$ cat src/rtl/rectifier_adc_sampler.sv
// Acquisition front end for parallel AD7822 ADCs: shared CONVST/CS/RD sequencing,
// EOC collection with timeout, per-channel averaging and gain/shift scaling to display units.
module rectifier_adc_sampler #(
  parameter int unsigned        N_CH          = 2,
  parameter int unsigned        SAMPLE_PERIOD = 500,
  parameter int unsigned        T_CONVST      = 4,
  parameter int unsigned        T_RD          = 3,
  parameter int unsigned        T_TIMEOUT     = 200,
  parameter int unsigned        AVG_LOG2      = 2,
  parameter logic [8*N_CH-1:0]  GAIN          = {8'd11, 8'd10},
  parameter logic [4*N_CH-1:0]  SHIFT         = {4'd5, 4'd4}
) (
  input  logic              i_clock,
  input  logic              i_reset_n,
  input  logic              i_enable,
  input  logic              i_clear_err,
  input  logic [8*N_CH-1:0] i_adc_data,
  input  logic [N_CH-1:0]   i_adc_eoc_n,
  output logic              o_adc_convst_n,
  output logic              o_adc_cs_n,
  output logic              o_adc_rd_n,
  output logic [8*N_CH-1:0] o_raw,
  output logic [8*N_CH-1:0] o_value,
  output logic              o_valid,
  output logic              o_timeout
);

  localparam int unsigned AW = 8 + AVG_LOG2;
  localparam int unsigned CW = AVG_LOG2 + 1;
  localparam int unsigned PW = $clog2(SAMPLE_PERIOD);
  localparam logic [CW-1:0] LAST_CNT   = CW'((1 << AVG_LOG2) - 1);
  localparam logic [PW-1:0] PER_LAST   = PW'(SAMPLE_PERIOD - 1);
  localparam logic [15:0]   CONV_LAST  = 16'(T_CONVST - 1);
  localparam logic [15:0]   RD_LAST    = 16'(T_RD - 1);
  localparam logic [15:0]   TO_LAST    = 16'(T_TIMEOUT - 1);

  typedef enum logic [2:0] {S_IDLE, S_CONV, S_WAIT, S_READ, S_PROC} state_t;

  state_t          state, next_state;
  logic [15:0]     phase;
  logic [PW-1:0]   per_cnt;
  logic            tick;
  logic            timeout_hit;
  logic [N_CH-1:0] eoc_flag;
  logic [CW-1:0]   count;
  logic [AW-1:0]   acc     [N_CH];
  logic [AW-1:0]   acc_sum [N_CH];
  logic [7:0]      mean    [N_CH];
  logic [15:0]     prod    [N_CH];
  logic [15:0]     scaled  [N_CH];
  logic [7:0]      value   [N_CH];

  assign tick = i_enable && (per_cnt == PER_LAST);

  always_ff @(posedge i_clock or negedge i_reset_n) begin
    if (!i_reset_n)       per_cnt <= '0;
    else if (!i_enable)   per_cnt <= '0;
    else if (tick)        per_cnt <= '0;
    else                  per_cnt <= per_cnt + 1'b1;
  end

  always_comb begin
    next_state  = state;
    timeout_hit = 1'b0;
    case (state)
      S_IDLE: if (tick) next_state = S_CONV;
      S_CONV: if (phase == CONV_LAST) next_state = S_WAIT;
      S_WAIT: begin
        if (&eoc_flag) next_state = S_READ;
        else if (phase == TO_LAST) begin
          next_state  = S_IDLE;
          timeout_hit = 1'b1;
        end
      end
      S_READ: if (phase == RD_LAST) next_state = S_PROC;
      S_PROC: next_state = S_IDLE;
      default: next_state = S_IDLE;
    endcase
  end

  // Running sum including the sample captured in READ, and the scaled window result.
  always_comb begin
    for (int unsigned c = 0; c < N_CH; c++) begin
      acc_sum[c] = acc[c] + AW'(o_raw[8*c +: 8]);
      mean[c]    = 8'(acc_sum[c] >> AVG_LOG2);
      prod[c]    = 16'(mean[c]) * 16'(GAIN[8*c +: 8]);
      scaled[c]  = prod[c] >> SHIFT[4*c +: 4];
      value[c]   = (scaled[c] > 16'd255) ? 8'hFF : scaled[c][7:0];
    end
  end

  // Strobes are registered from next_state so they align exactly with the state.
  always_ff @(posedge i_clock or negedge i_reset_n) begin
    if (!i_reset_n) begin
      state          <= S_IDLE;
      phase          <= '0;
      o_adc_convst_n <= 1'b1;
      o_adc_cs_n     <= 1'b1;
      o_adc_rd_n     <= 1'b1;
    end else begin
      state          <= next_state;
      phase          <= (state != next_state || state == S_IDLE) ? '0 : phase + 16'd1;
      o_adc_convst_n <= (next_state != S_CONV);
      o_adc_cs_n     <= (next_state != S_READ);
      o_adc_rd_n     <= (next_state != S_READ);
    end
  end

  always_ff @(posedge i_clock or negedge i_reset_n) begin
    if (!i_reset_n)             eoc_flag <= '0;
    else if (state == S_CONV)   eoc_flag <= '0;
    else if (state == S_WAIT)   eoc_flag <= eoc_flag | ~i_adc_eoc_n;
  end

  always_ff @(posedge i_clock or negedge i_reset_n) begin
    if (!i_reset_n)        o_timeout <= 1'b0;
    else if (timeout_hit)  o_timeout <= 1'b1;
    else if (i_clear_err)  o_timeout <= 1'b0;
  end

  always_ff @(posedge i_clock or negedge i_reset_n) begin
    if (!i_reset_n) begin
      o_raw   <= '0;
      o_value <= '0;
      o_valid <= 1'b0;
      count   <= '0;
      for (int unsigned c = 0; c < N_CH; c++) acc[c] <= '0;
    end else begin
      o_valid <= 1'b0;
      if (state == S_READ && phase == RD_LAST) o_raw <= i_adc_data;
      if (state == S_PROC) begin
        if (count == LAST_CNT) begin
          count   <= '0;
          o_valid <= 1'b1;
          for (int unsigned c = 0; c < N_CH; c++) begin
            acc[c]           <= '0;
            o_value[8*c +: 8] <= value[c];
          end
        end else begin
          count <= count + 1'b1;
          for (int unsigned c = 0; c < N_CH; c++) acc[c] <= acc_sum[c];
        end
      end else if (state == S_IDLE && !i_enable) begin
        count <= '0;
        for (int unsigned c = 0; c < N_CH; c++) acc[c] <= '0;
      end
    end
  end

endmodule

$ cat config.mk
export PLATFORM = sky130hd
export DESIGN_NAME = rectifier_adc_sampler
export DESIGN_NICKNAME = d
export VERILOG_FILES = /design/src/rtl/rectifier_adc_sampler.sv
export SDC_FILE = /design/constraint.sdc
export NUM_CORES = 1
export LEC_CHECK = 0
export ABC_CLOCK_PERIOD_IN_PS = 4480
export CORE_MARGIN = 8
export CORE_UTILIZATION = 58
export DETAILED_ROUTE_END_ITERATION = 16
export DONT_BUFFER_PORTS = 1
export GPL_TIMING_DRIVEN = 0
export PLACE_DENSITY = 0.76
export SYNTH_ARGS = -nofsm -noshare
export SYNTH_HDL_FRONTEND = slang
export SYNTH_SLANG_ARGS = --single-unit
$ cat constraint.sdc
create_clock -name i_clock -period 4.48 [get_ports i_clock]
set_input_delay 0.672 -clock i_clock [delete_from_list [all_inputs] [get_ports i_clock]]
set_output_delay 0.672 -clock i_clock [all_outputs]
set_load 0.02 [all_outputs]
==> results.json <==
{
  "synth.area.top_cells": "dfrtp_1 (41%), ha_1 (11%), xnor2_1 (4.8%), nor2_1 (3.8%), nand2_1 (3.5%)",
  "gp_congestion": 0.804,
  "drtAntennaViolNets": 0,
  "ys_seq_elements": 88,
  "timing.fmax_mhz": 228,
  "cp.required_ns": 4.73,
  "rows": 34,
  "synth_most_common_cell": "dfrtp_1",
  "nets": 631,
  "place_hpwl_um": 7530,
  "io_buffers": 0,
  "p_per_area_nw_per_um2": 690,
  "synth_area_leader_cell": "dfrtp_1",
  "hp-class": "input port to async pin",
  "cts-buffers-inserted": 9,
  "path_class": "flip-flop to flip-flop",
  "rsz0062_at_grt": "yes",
  "io_pins": 59,
  "cts_tree": "yes",
  "drt-wirelength-per-cell_um": 16.1,
  "detailroute.via_count": 3872,
  "synthesis.nets": 608,
  "root_buffer": "clkbuf_8",
  "yosys_warnings": 0,
  "p_sw_mw": 1.81,
  "synth.avg_cell_area_um2": 9.84,
  "n_antenna_cell": 0,
  "crit_fanout": 4,
  "finalSetupViolCount": 0,
  "p_leak_nw": 2.86,
  "ys_seq_area_frac": 0.420,
  "cp.arrival_ns": 4.63,
  "routed_wl_um": 10800,
  "htreeDepth": 3,
  "core_area_um2": 8760,
  "fin_crit_ns": 4.38,
  "startpoint": "o_raw[8]",
  "fin_ws_ns": 0.103,
  "viasPerCell": 5.79,
  "drive_gt1_frac": 0.152,
  "clkTransAtPathRegs_ns": 0.09,
  "clkSinkCount": 88,
  "drv_cap": 0,
  "fin_crit_sh": 0.977,
  "tightest_slew_ns": 0.593,
  "seqCellArea_um2": 2210,
  "combPwrFrac": 0.563,
  "drtPass1Iterations": 4,
  "ir_drop_mv": 0.521,
  "grt_max_degree": 87,
  "die_y_um": 111,
  "multiInputGateArea_um2": 2970,
  "pre_cts_ws_ns": -0.424,
  "clkPwrFrac": 0.141,
  "synthFlopType": "dfrtp_1",
  "clk_path_buf_depth": 2,
  "grt_pass1_wl_um": 17700,
  "worst_clock_skew_ns": 0.00993,
  "synthDistinctLibCells": 54,
  "area_growth_pct": 11.7,
  "drc": 0,
  "dr.first_iter.drc_count": 163,
  "nFillCells": 671,
  "initial_core_util": 0.598,
  "synthArstFlopShare": 1.00,
  "endpoint_kind": "flip-flop",
  "synth_top_cells_by_count": "dfrtp_1 (86), nor2_1 (53), nand2_1 (49)",
  "antenna_found_initial": 0,
  "netSwitchingFraction": 0.447,
  "synth_top_area_frac": 0.410,
  "start_kind": "flip-flop",
  "die-area_um2": 12300,
  "placed_area_um2": 5380,
  "status": "finished clean",
  "fin_util": 0.668,
  "synth_edf_count": 0,
  "clk-insertion-delay-late_ns": 0.36,
  "seqPwrFrac": 0.296,
  "r2r-start": "o_raw[8]",
  "syn_area_um2": 5240,
  "power_mw": 4.04,
  "grt_pass1_vias": 3763,
  "grt_use_total": 0.169,
  "internal_power_mw": 2.24,
  "synthCells": 533,
  "grt_overflow": 0,
  "hold_violations": 0,
  "die_w_um": 111,
  "relSlewSlack": 0.605,
  "drv_slew": 0,
  "stdcell_area_um2": 5860
}
## logic make-up (layout without fill, tap and decap cells)
| group | Yosys count | after routing | share of synthesized area |
|---|---|---|---|
| AND/OR/NAND/NOR | 160 | 160 | 0.144 |
| AO/OA/AOI/OAI | 110 | 110 | 0.135 |
| flip-flops | 88 | 88 | 0.420 |
| adder cells (fa/ha/maj) | 54 | 54 | 0.137 |
| buffers and inverters | 54 | 82 | 0.0444 |
| XOR/XNOR | 48 | 48 | 0.0802 |
| multiplexers | 18 | 18 | 0.0382 |
| other | 1 | 1 | 0.000715 |
## worst paths after layout
check / slack (ns) / to / cells past startpoint
setup / recovery: 0.10 / o_value[14] / 18
hold / removal: 0.15 / o_adc_rd_n / 0
max in group asynchronous: 3.93 / o_raw[7] / 1
min in group i_clock: 0.41 / o_timeout / 1
hold reg to reg: 0.46 / per_cnt[0] / 1
setup reg to reg: 0.10 / o_value[14] / 18
## flip-flops by register name (all words and copies together) (netlist names)
signal          flops
acc                20
count               3
eoc_flag            2
o_adc_convst_n      1
o_adc_rd_n          1
o_raw              16
o_timeout           1
o_valid             1
o_value            15
per_cnt             9
phase              16
state               3
## worst max-delay path, stage by stage, from the launching register on
cell	delay [ns]
dfrtp_2	0.49
ha_4	0.21
fa_2	0.35
a21o_1	0.18
a21oi_2	0.17
o21bai_1	0.10
a21oi_2	0.21
xnor2_2	0.14
ha_1	0.29
inv_1	0.05
fa_1	0.50
inv_1	0.04
ha_1	0.35
nand2_1	0.15
nor3_1	0.08
a21oi_2	0.19
o311ai_4	0.14
maj3_1	0.36
mux2_2	0.27
## through the flow
stage	hold WS (ns)	cells	setup TNS, ns
finish	0.145	669	0
global route	0.119	669	-0.0607
CTS	0.128	663	0
detailed placement	0.380	641	-0.926
global placement	0.379	641	-0.654
floorplan	0.376	533	0
## layout make-up
| class | instances | area share |
|---|---|---|
| repair buffers | 12 | 0.0188 |
| flip-flops and latches | 88 | 0.377 |
| well taps | 108 | 0.0231 |
| inverters | 38 | 0.0244 |
| clock buffers | 9 | 0.0212 |
| plain buffers | 16 | 0.0154 |
| multi-input cells | 391 | 0.507 |
| clock inverters | 7 | 0.0135 |
## power by group through the flow
stage               Clock [mW]  Combinational, mW  Sequential [mW]
floorplan                    0               1.59             1.16
detailed placement           0               1.96             1.20
CTS                      0.584               2.10             1.19
global route             0.613               2.55             1.22
finish                   0.571               2.28             1.20
global placement             0               1.89             1.20
## layout by cell type (no fill, tap or decap), types with 5 or more instances in the layout
cell / instances
mux2_2: 16
xnor2_1: 27
and3_1: 8
a21oi_2: 7
nor3_1: 7
a21oi_1: 14
ha_1: 42
nor2b_1: 6
o21ai_0: 33
inv_1: 38
or3_1: 6
fa_1: 5
nor2_1: 51
a21o_1: 13
a22o_1: 13
nand2_1: 49
clkbuf_1: 11
clkbuf_8: 9
buf_4: 14
o21a_1: 5
nand3_1: 9
dfrtp_1: 84
xor2_1: 18
## metal layers
layer	wire, µm	vias to the layer above	part of all wire	GRT usage
met2	5220	79	0.48	0.273
li1	-	1882	-	-
met1	4810	1892	0.45	0.215
met4	187	0	0.017	0.0533
met5	0	-	0	0
met3	560	19	0.052	0.0444
## repair_timing
| action | CTS | global route |
|---|---|---|
| buffers inserted | 5 | 6 |
| hold buffers | 1 | 0 |
| gates resized for setup | 15 | 19 |
| hold endpoints to repair | 86 | 0 |
| gates cloned | 0 | 0 |
| endpoints found under the setup margin | 3 | 3 |
| pin swaps | 3 | 10 |
No activity file was read; power rests on OpenSTA's default activity.
